### config.mk
export PLATFORM = sky130hd
export DESIGN_NAME = pe_load_sequencer
export DESIGN_NICKNAME = d
export VERILOG_FILES = /design/src/rtl/pe_pkg.sv /design/src/rtl/pe_out_reg.sv /design/src/rtl/pe_load_sequencer.sv
export SDC_FILE = /design/constraint.sdc
export NUM_CORES = 1
export LEC_CHECK = 0
export ABC_CLOCK_PERIOD_IN_PS = 4800
export CAP_MARGIN = 0
export CELL_PAD_IN_SITES_DETAIL_PLACEMENT = 0
export CELL_PAD_IN_SITES_GLOBAL_PLACEMENT = 2
export CORE_ASPECT_RATIO = 0.5
export CORE_UTILIZATION = 26
export CTS_BUF_LIST = sky130_fd_sc_hd__clkbuf_2
export DETAILED_ROUTE_END_ITERATION = 10
export HOLD_SLACK_MARGIN = 0.03
export PLACE_DENSITY = 0.95
export SYNTH_ARGS = -nofsm -noshare
export SYNTH_HDL_FRONTEND = slang
export SYNTH_HIERARCHICAL = 1
export SYNTH_SLANG_ARGS = --single-unit
### constraint.sdc
create_clock -name clk -period 4.8 [get_ports clk]
set_input_delay 0.96 -clock clk [delete_from_list [all_inputs] [get_ports clk]]
set_output_delay 0.96 -clock clk [all_outputs]
set_load 0.02 [all_outputs]
### src/rtl/pe_pkg.sv
// -----------------------------------------------------------------------------
// pe_pkg
//   Shared definitions for the PE load path: sequencer state encoding, filter
//   row-tag constants and the ifmap/filter flag encoding seen by the split
//   stage.
// -----------------------------------------------------------------------------
package pe_pkg;

    typedef enum logic [1:0] {
        IDLE  = 2'd0,
        FILT  = 2'd1,
        IFM   = 2'd2,
        DRAIN = 2'd3
    } seq_state_t;

    localparam int NUM_FILTER_ROWS = 5;

    // Row tags carried with each output word; 0 marks an ifmap word.
    localparam logic [2:0] ROW_NONE = 3'd0;
    localparam logic [2:0] ROW1     = 3'd1;
    localparam logic [2:0] ROW2     = 3'd2;
    localparam logic [2:0] ROW3     = 3'd3;
    localparam logic [2:0] ROW4     = 3'd4;
    localparam logic [2:0] ROW5     = 3'd5;

    localparam logic IFMAPB_IFMAP  = 1'b0;
    localparam logic IFMAPB_FILTER = 1'b1;

endpackage

### src/rtl/pe_out_reg.sv
// -----------------------------------------------------------------------------
// pe_out_reg
//   Single-entry valid/ready output register for the load sequencer. Holds one
//   {data, ifmap/filter flag, row tag} word until the consumer takes it.
//
// Ports
//   i_clk, i_rst    clock, synchronous active-high reset (empties the entry)
//   i_load          write a new word this cycle (caller guarantees space)
//   i_data/i_flag/i_row   word to be written
//   i_out_ready     consumer ready
//   o_valid         entry occupied
//   o_data/o_flag/o_row   held word, stable while o_valid & !i_out_ready
// -----------------------------------------------------------------------------
module pe_out_reg
    import pe_pkg::*;
#(
    parameter int DW = 40
) (
    input  logic          i_clk,
    input  logic          i_rst,
    input  logic          i_load,
    input  logic [DW-1:0] i_data,
    input  logic          i_flag,
    input  logic [2:0]    i_row,
    input  logic          i_out_ready,
    output logic          o_valid,
    output logic [DW-1:0] o_data,
    output logic          o_flag,
    output logic [2:0]    o_row
);

    logic          r_vld_p1;
    logic [DW-1:0] r_data_p1;
    logic          r_flag_p1;
    logic [2:0]    r_row_p1;

    // ---- stage p1: output holding register ----
    // A load may coincide with the consumer taking the old word; the new
    // word simply replaces it, which is what gives one word per cycle.
    always_ff @(posedge i_clk) begin
        if (i_rst) begin
            r_vld_p1  <= 1'b0;
            r_data_p1 <= '0;
            r_flag_p1 <= IFMAPB_IFMAP;
            r_row_p1  <= ROW_NONE;
        end else if (i_load) begin
            r_vld_p1  <= 1'b1;
            r_data_p1 <= i_data;
            r_flag_p1 <= i_flag;
            r_row_p1  <= i_row;
        end else if (i_out_ready) begin
            r_vld_p1  <= 1'b0;
        end
    end

    assign o_valid = r_vld_p1;
    assign o_data  = r_data_p1;
    assign o_flag  = r_flag_p1;
    assign o_row   = r_row_p1;

endmodule

### src/rtl/pe_load_sequencer.sv
// -----------------------------------------------------------------------------
// pe_load_sequencer
//   Drives the PE load-split stage. Per job it forwards exactly five filter
//   rows (tagged 1..5) from the filter source, then num_windows ifmap words
//   (tag 0) from the ifmap source, through a single-entry output register.
//
// Ports
//   clk, rst                 clock, synchronous active-high reset
//   start, num_windows       job start (accepted in IDLE only), window count
//   busy, done               job in progress, single-cycle end-of-job pulse
//   filt_valid/ready/data    filter row source
//   ifm_valid/ready/data     ifmap window source (data passed through as-is)
//   out_valid/ready          output handshake to the split stage
//   out_data, out_ifmapb_filter, out_filter_row   output word fields
//   stall_cycles             (PE_SEQ_STALL_CNT_EN only) saturating count of
//                            busy cycles with the output held by backpressure
//
// Build option: define PE_SEQ_STALL_CNT_EN to add the stall counter.
// -----------------------------------------------------------------------------
module pe_load_sequencer #(
    parameter int FILTER_WIDTH = 8,
    parameter int NUM_ROWS     = 5,
    parameter int WIN_W        = 8
) (
    input  logic                      clk,
    input  logic                      rst,
    input  logic                      start,
    input  logic [WIN_W-1:0]          num_windows,
    output logic                      busy,
    output logic                      done,
    input  logic                      filt_valid,
    output logic                      filt_ready,
    input  logic [5*FILTER_WIDTH-1:0] filt_data,
    input  logic                      ifm_valid,
    output logic                      ifm_ready,
    input  logic [5*FILTER_WIDTH-1:0] ifm_data,
    output logic                      out_valid,
    input  logic                      out_ready,
    output logic [5*FILTER_WIDTH-1:0] out_data,
    output logic                      out_ifmapb_filter,
    output logic [2:0]                out_filter_row
`ifdef PE_SEQ_STALL_CNT_EN
    ,
    output logic [15:0]               stall_cycles
`endif
);

    import pe_pkg::*;

    localparam int               DW       = 5 * FILTER_WIDTH;
    localparam logic [2:0]       ROW_LAST = 3'(NUM_ROWS);
    localparam logic [WIN_W-1:0] WIN_ONE  = WIN_W'(1);

    seq_state_t       r_state;
    logic [2:0]       r_row_cnt;
    logic [WIN_W-1:0] r_win_left;

    logic          w_load_en;
    logic          w_filt_hs;
    logic          w_ifm_hs;
    logic          w_load;
    logic [DW-1:0] w_in_data;
    logic          w_in_flag;
    logic [2:0]    w_in_row;
    logic          w_done;

    // ---- stage p0: source selection and handshakes ----
    // Readies depend only on state and out_ready (through load_en), never on
    // a source valid, so no valid->ready combinational path exists.
    always_comb begin
        w_load_en  = !out_valid || out_ready;
        filt_ready = (r_state == FILT) && w_load_en;
        ifm_ready  = (r_state == IFM)  && w_load_en;
        w_filt_hs  = filt_valid && filt_ready;
        w_ifm_hs   = ifm_valid  && ifm_ready;
        w_load     = w_filt_hs  || w_ifm_hs;

        if (r_state == FILT) begin
            w_in_data = filt_data;
            w_in_flag = IFMAPB_FILTER;
            w_in_row  = r_row_cnt;
        end else begin
            w_in_data = ifm_data;
            w_in_flag = IFMAPB_IFMAP;
            w_in_row  = ROW_NONE;
        end

        // Job ends once the last word has left (or is leaving) the register.
        w_done = (r_state == DRAIN) && w_load_en;
        done   = w_done;
        busy   = (r_state != IDLE) && !w_done;
    end

    always_ff @(posedge clk) begin
        if (rst) begin
            r_state    <= IDLE;
            r_row_cnt  <= ROW_NONE;
            r_win_left <= '0;
        end else begin
            case (r_state)
                IDLE: begin
                    if (start) begin
                        r_win_left <= num_windows;
                        r_row_cnt  <= ROW1;
                        r_state    <= FILT;
                    end
                end
                FILT: begin
                    if (w_filt_hs) begin
                        if (r_row_cnt == ROW_LAST) begin
                            r_state <= (r_win_left != '0) ? IFM : DRAIN;
                        end else begin
                            r_row_cnt <= r_row_cnt + 3'd1;
                        end
                    end
                end
                IFM: begin
                    // win_left is >= 1 here, so the decrement cannot wrap.
                    if (w_ifm_hs) begin
                        r_win_left <= r_win_left - WIN_ONE;
                        if (r_win_left == WIN_ONE) begin
                            r_state <= DRAIN;
                        end
                    end
                end
                DRAIN: begin
                    if (w_done) begin
                        r_state <= IDLE;
                    end
                end
                default: r_state <= IDLE;
            endcase
        end
    end

    // ---- stage p1: output register ----
    pe_out_reg #(
        .DW (DW)
    ) u_out_reg (
        .i_clk       (clk),
        .i_rst       (rst),
        .i_load      (w_load),
        .i_data      (w_in_data),
        .i_flag      (w_in_flag),
        .i_row       (w_in_row),
        .i_out_ready (out_ready),
        .o_valid     (out_valid),
        .o_data      (out_data),
        .o_flag      (out_ifmapb_filter),
        .o_row       (out_filter_row)
    );

`ifdef PE_SEQ_STALL_CNT_EN
    logic [15:0] r_stall_cnt;

    function automatic logic [15:0] sat_inc16(input logic [15:0] v);
        return (v == 16'hFFFF) ? v : v + 16'd1;
    endfunction

    always_ff @(posedge clk) begin
        if (rst) begin
            r_stall_cnt <= '0;
        end else if ((r_state == IDLE) && start) begin
            r_stall_cnt <= '0;
        end else if (busy && out_valid && !out_ready) begin
            r_stall_cnt <= sat_inc16(r_stall_cnt);
        end
    end

    assign stall_cycles = r_stall_cnt;
`endif

endmodule
==> results, run 1 <==
- After the last flow step, the layout net total stands at 558.
- The initial antenna violation count was 0.
- The synthesized netlist devotes 8.52% of its cell area to compound gates.
- The sink count of the clock tree is 58.
- The path class of the tightest hold or removal check is flop to flop.
- Derived from the worst setup path, the maximum achievable clock frequency is 286 MHz.
- Dividing the detail-routed via count by the number of cells gives 4.32.
- Buffers placed on the I/O ports in this run total 142.
- The dominant combinational cell family by area after synthesis is multiplexers.
- The first global-routing pass estimated 12,800 µm of wire.
- The die is 79.2 µm tall.
- For the pin with the worst max-slew slack, the measured transition is 0.826 ns.
- The top cell type by total area after synthesis is sky130_fd_sc_hd__dfxtp_1.
- In the layout the commonest cells are 141 x sky130_fd_sc_hd__clkdlybuf4s50_1, 58 x sky130_fd_sc_hd__dfxtp_1, 52 x sky130_fd_sc_hd__nor2_1.
- The predominant post-synthesis flop cell is sky130_fd_sc_hd__dfxtp_1.
- The mux contribution to synthesized area is 28.8%.
- The area share of fa/ha/maj cells after synthesis is 3.63%.
- The clock-pin slew on the worst setup and hold paths is 0.15 ns.
- Measured along the x axis, the die boundary spans 156 µm.
- The summed negative setup slack over all endpoints is 0 ns.
- Leaving out fill and tap cells, the most frequent cell in the layout is sky130_fd_sc_hd__clkdlybuf4s50_1.
- For this design the ratio of total power to cell area is 457 mW/mm².
- The number of top-level pins is 143.
- The tree is rooted in a sky130_fd_sc_hd__clkbuf_2.
- The number of nets in the synthesized netlist is 422.
- The HPWL after detailed placement is 6020 µm.
- For this run, asynchronously set or reset flops after synthesis account for 0%.
- The routed design could run at a clock period as short as 3.50 ns.
- The overall power after layout is 2.13 mW.
- The placed cell count is 603.
- The number of placement rows is 27.
- For the worst setup path, the data arrival time is 2.54 ns.
- The share of synthesized cell area in and, or, nand and nor gates is 14.9%.
- The sequential fraction of the synthesis area is 37.5%.
- The worst voltage drop across the vdd grid is 0.117 mV.
- For the final database, setup skew stands at 0.00640 ns.
- A synthesized cell averages 9.71 µm².
- The layout cell share with drive strength beyond 1 is 14.6%.
- The number of stages on the worst hold path is 2.
- Post-CTS repair changed the size of 0 cells.
- The number of iterations in the first detailed-routing pass is 4.
- The largest buffer count on any clock path is 2.
- The cell area after synthesis is 0.00310 mm².
- The tightest hold path in the finished design has a slack of 0.491 ns.
- The final hold violation count is 0.
- The logic depth of the worst register-to-register path is 6.
- For this run, design rule violations remaining after detail routing come to 0.
- The total detailed-routing wirelength is 8120 µm.
- The register area is 0.00116 mm².
- The worst path uses 72.9% of the clock period.
- The number of max-capacitance violations reported is 0.
- Data on the critical path is required at its endpoint by 3.84 ns.
- Clock tree synthesis inserted a total of 9 buffers.
- TritonCTS built the clock tree.
- The worst setup path category is primary input to primary output.
- The leakage power of the design is 1.68 nW.
- The number of levels the H-tree was split into is 3.
- The endpoint class of the critical path is a primary output.
- The parity-gate share of the synthesized area counting xor and xnor cells is 0.283%.
- Setup violations remaining at the end of the flow were counted as 0.
- 0 antenna diodes ended up in the layout.
- The congestion estimate from routability-driven global placement came to 0.742.
- The remaining global-route overflow is 0.
- The final routed wire length divided by cell count is 13.1 µm.
- The final cell count without fillers is 619.
- The multi-input gate area in the final layout is 0.00174 mm².
- The number of setup buffers added after CTS is 0.
- Entering global routing, the biggest net connects 52 pins.
- The count of different cell masters after synthesis is 41.
- The core area is 0.0113 mm².
- The overall global routing resource usage is 13.4%.
- The post-synthesis register bit count is 58.
- Cells fill 41.3% of the core in the end.
- The count of pins over their slew limit is 0.
- For this configuration, the core starts out at a cell density of 27.5%.
- The worst pin sits at a relative slew slack of 45.0%.
- The clock latency of the later-clocked register in the worst-skew pair is 0.47 ns.
- Setup repair after global routing left no endpoint under its margin.
- The run finished with clean final reports.
- The area of the die is 0.0124 mm².
- The routed layout has 2,673 vias.
- The nature of the critical path startpoint is a primary input.
- The area growth from synthesis to layout is 50.5%.
- The number of nets with antenna violations after routing is 0.
- In this run, the number of DRC markers left after iteration 0 of detailed routing was 77.
- Synthesis handed over a netlist of 319 instances.
- The number of global-route vias before repair came to 2,613.
- Fill cells in the final layout number 1,147.
- The quantity of hold-fixing buffers added after cts is 0.
- Along the worst path, the maximum fanout reaches 8.
- Yosys mapped a number of flops with a built-in enable equal to 0.
- After synthesis, the cell types taking the most area are sky130_fd_sc_hd__dfxtp_1 37%, sky130_fd_sc_hd__mux2_2 15%, sky130_fd_sc_hd__mux2i_1 14%.
- The portion of synthesized cell area occupied by the leading cell type is 37.5%.
- The count of synthesis-stage warnings from yosys is 6.
[area by class of cell]
class	instances	area share, %
flip-flops and latches	58	24.9
multi-input cells	232	37.3
inverters	9	0.724
repair buffers	145	31.1
well taps	159	4.27
clock buffers	11	1.18
clock inverters	5	0.456
[synth_stat cells, types with 5 or more instances]
master and count:
sky130_fd_sc_hd__o21ai_0 9, sky130_fd_sc_hd__ha_1 9, sky130_fd_sc_hd__clkbuf_1 6, sky130_fd_sc_hd__buf_2 8, sky130_fd_sc_hd__mux2_2 40, sky130_fd_sc_hd__nor2b_1 5, sky130_fd_sc_hd__mux2i_1 44, sky130_fd_sc_hd__nor2_1 52
sky130_fd_sc_hd__dfxtp_1 58, sky130_fd_sc_hd__inv_1 9, sky130_fd_sc_hd__nand2_1 16, sky130_fd_sc_hd__a21oi_1 12, sky130_fd_sc_hd__and2_1 7
[metal layers]
metal  vias up  GRT usage, %  part of all wire (%)
met4         0          4.12                   1.1
met2        51          23.8                    50
li1       1372             -                     -
met3        10          4.15                   4.6
met5         -             0                     0
met1      1240          15.4                    44
[logic make-up (layout without fill, tap and decap cells)]
kind of cell | Yosys count | after routing
flops | 58 | 58
simple gates | 98 | 98
mux | 84 | 84
xor+xnor | 1 | 1
buf+inv | 29 | 170
compound gates | 40 | 40
fa+ha+maj | 9 | 9
[metrics by stage]
stage	cell area [µm²]	setup slack, ns
floorplan	3100	2.11
global placement	4590	1.31
detailed placement	4590	1.29
CTS	4660	1.26
global route	4660	1.14
finish	4660	1.30
[registers in the layout, indices dropped and copies added (netlist names)]
signal,cells
u_out_reg/o_valid,1
u_out_reg/o_data,40
r_win_left,8
r_row_cnt,3
u_out_reg/o_flag,1
u_out_reg/o_row,3
r_state,2
[critical path, stage by stage]
cell and delay, ns:
sky130_fd_sc_hd__clkdlybuf4s50_1 0.41, sky130_fd_sc_hd__nand2b_2 0.27, sky130_fd_sc_hd__and2_1 0.21, sky130_fd_sc_hd__nor2_1 0.08, sky130_fd_sc_hd__clkdlybuf4s50_1 0.61
[report_power, final]
| group | total, mW | internal, mW | switching (mW) |
|---|---|---|---|
| Sequential | 0.682 | 0.599 | 0.0826 |
| Clock | 0.238 | 0.0660 | 0.172 |
| Combinational | 1.21 | 0.602 | 0.610 |
| Total | 2.13 | 1.27 | 0.864 |
[final timing paths]
check           startpoint                   end  slack (ns)
max              out_ready                  busy        1.30
max reg2reg     r_state[0]  u_out_reg/o_data[29]        2.05
min          r_win_left[7]         r_win_left[7]        0.49
min reg2reg  r_win_left[7]         r_win_left[7]        0.49
No activity file was read; power rests on OpenSTA's default activity.
==> run 2, diff against run 1 <==
--- a/config.mk
+++ b/config.mk
@@ -5,16 +5,16 @@
 export SDC_FILE = /design/constraint.sdc
 export NUM_CORES = 1
 export LEC_CHECK = 0
-export ABC_CLOCK_PERIOD_IN_PS = 4800
+export ABC_CLOCK_PERIOD_IN_PS = 3550
 export CAP_MARGIN = 0
 export CELL_PAD_IN_SITES_DETAIL_PLACEMENT = 0
 export CELL_PAD_IN_SITES_GLOBAL_PLACEMENT = 2
 export CORE_ASPECT_RATIO = 0.5
-export CORE_UTILIZATION = 26
+export CORE_UTILIZATION = 24
 export CTS_BUF_LIST = sky130_fd_sc_hd__clkbuf_2
 export DETAILED_ROUTE_END_ITERATION = 10
 export HOLD_SLACK_MARGIN = 0.03
-export PLACE_DENSITY = 0.95
+export PLACE_DENSITY = 0.9
 export SYNTH_ARGS = -nofsm -noshare
 export SYNTH_HDL_FRONTEND = slang
 export SYNTH_HIERARCHICAL = 1
==> constraint.sdc (replaced) <==
create_clock -name clk -period 3.55 [get_ports clk]
set_input_delay 0.71 -clock clk [delete_from_list [all_inputs] [get_ports clk]]
set_output_delay 0.71 -clock clk [all_outputs]
set_load 0.02 [all_outputs]
==> results, run 2 (synthesized netlist as in run 1, its figures left out) <==
- At the placement stage, the worst setup path has a slack of 0.546 ns.
- The overall global routing resource usage is 12.6%.
- The clock latency of the later-clocked register in the worst-skew pair is 0.51 ns.
- The cell with the biggest individual delay on the critical path is sky130_fd_sc_hd__clkdlybuf4s50_1.
- Measured along the y axis, the die boundary spans 82.3 µm.
- Detailed placement ended at an HPWL of 6020 µm.
- The count of pins over their slew limit is 0.
- After routing, the total negative slack on setup checks comes to 0 ns.
- The worst voltage drop across the vdd grid is 0.229 mV.
- On the worst path, the slowest cell contributes a delay of 0.60 ns.
- The number of levels the H-tree was split into is 3.
- The maximum clock skew at final layout is 0.0154 ns.
- The final routed wire length divided by cell count is 13.2 µm.
- The library cell used most frequently in the layout, excluding fill and tap cells, is sky130_fd_sc_hd__clkdlybuf4s50_1.
- Measured on the finished design, the core utilization comes to 38.4%.
- Dividing the detail-routed via count by the number of cells gives 4.30.
- The initial antenna violation count was 0.
- The final-stage net count is 560.
- The endpoint class of the critical path is a primary output.
- The final critical delay including setup and external delays is 2.99 ns.
- The number of global-route vias before repair was 2,657.
- The total overflow left after global routing is 0.
- The library cell used as clock root buffer is sky130_fd_sc_hd__clkbuf_2.
- Cells with a size suffix above 1 make up 14.9% of the layout.
- Setup repair after global routing left no endpoint under its margin.
- The initial DRC count is 115.
- The CTS tree is done.
- The summed area of non-filler cells in the final layout is 0.00469 mm².
- The total of endpoints with negative setup slack in the final report is 0.
- Buffers placed on the I/O ports in this run total 142.
- Counting the buffers created by CTS gives 9.
- In the layout the commonest cells are 141 x sky130_fd_sc_hd__clkdlybuf4s50_1, 58 x sky130_fd_sc_hd__dfxtp_1, 52 x sky130_fd_sc_hd__nor2_1.
- The via count of the routed design is 2,696.
- The post-place instance area is 0.00461 mm².
- The core area is 0.0122 mm².
- By startpoint and endpoint, the worst setup path is classified as primary input to primary output.
- From synthesis to final layout, the design area changed by 51.3%.
- Dividing total power by cell area gives a power density of 620 mW/mm².
- The tool flagged a number of max-cap violations equal to 0.
- The final weighted congestion in routability-driven placement is 0.698.
- The DRC violation count after routing is 0.
- In this run the static leakage power is 1.69 nW.
- The sink count of the clock tree is 58.
- The repair_antennas step left the layout with diodes totalling 0.
- Headroom to the max-slew limit came out at 45.1%.
- The slew at the pin closest to its max-slew limit is 0.823 ns.
- Entering global routing, the biggest net connects 52 pins.
- The number of placement rows is 28.
- After layout, the worst setup slack is 0.560 ns.
- The data required time at the worst endpoint is 2.84 ns.
- The width of the chip is 163 µm.
- The initial utilization of the core area, before any placement, comes to 25.4%.
- Before antenna repair, the detailed router went through 4 iterations.
- The data arrival at the endpoint of the critical path is 2.28 ns.
- Grouping stages by cell kind, the critical path spends the most delay in buffers and inverters.
- The area of the die is 0.0134 mm².
- Traced cell by cell, the critical path runs through clkdlybuf4s50_1 -> nand2b_2 -> and2_1 -> nor2_1 -> clkdlybuf4s50_1.
- The clock passes through at most 2 buffers.
- The class of the worst hold path is flop to flop.
- The nature of the critical path startpoint is a primary input.
- After clock tree synthesis, the setup repair step added 0 buffers.
- The register with the most flip-flops in the layout has 40 of them.
- The run finished with clean final reports.
- Across all hold checks on the routed design, the worst slack comes to 0.502 ns.
- The first global-routing pass estimated 13,000 µm of wire.
- Gates resized during post-CTS repair numbered 0.
- The largest fanout of any net on the critical path is 8.
- The period utilization is 84.2%.
- The number of buffers and inverters on the critical path is 2.
- The most prevalent standard cell on the critical path is sky130_fd_sc_hd__clkdlybuf4s50_1.
- The number of nets with antenna violations after routing is 0.
- The quantity of hold-fixing buffers added after cts is 0.
- The clock-pin slew on the worst setup and hold paths is 0.15 ns.
- The number of top-level pins is 143.
- The total detailed-routing wirelength is 8260 µm.
- The final hold violation count is 0.
- Based on the critical path, the design can be clocked at up to 334 MHz.
==> run 2: final timing paths <==
kind,start,to,slack (ns),cells past startpoint
max,out_ready,busy,0.56,5
min,r_win_left[7],r_win_left[7],0.50,2
max reg2reg,r_state[1],r_row_cnt[0],1.37,7
min reg2reg,r_win_left[7],r_win_left[7],0.50,2
==> run 2: layout make-up <==
class | count | area, µm²
inverter | 9 | 33.8
sequential | 58 | 1160
multi-input combinational | 232 | 1740
clock inverter | 5 | 21.3
timing repair buffer | 147 | 1470
fill | 1274 | 7510
clock buffer | 11 | 55.1
tap | 165 | 206
==> run 2: layer usage <==
| metal | vias up | track usage (%) | share of wire (%) |
|---|---|---|---|
| li1 | 1383 | - | - |
| met2 | 48 | 22.4 | 51 |
| met1 | 1258 | 14.4 | 43 |
| met4 | 0 | 4.21 | 1.2 |
| met5 | - | 0 | 0 |
| met3 | 7 | 4.40 | 5.2 |
==> run 2: worst reg2reg max path, delay by kind of cell (launching register included) <==
kind,cells,cell delay (ns)
AO/OA/AOI/OAI,2,0.47
adder cells (fa/ha/maj),1,0.19
buffers and inverters,2,0.62
flip-flops,1,0.36
AND/OR/NAND/NOR,2,0.45
==> run 2: power by group <==
group	internal (mW)	switching (mW)	total (mW)
logic	0.827	0.829	1.66
clock network	0.0890	0.240	0.329
registers	0.810	0.110	0.920
==> run 2: through the flow <==
step | power (mW) | std cells
detailed placement | 2.61 | 611
global placement | 2.61 | 611
finish | 2.90 | 627
floorplan | 2.12 | 319
CTS | 2.96 | 627
global route | 3.15 | 627
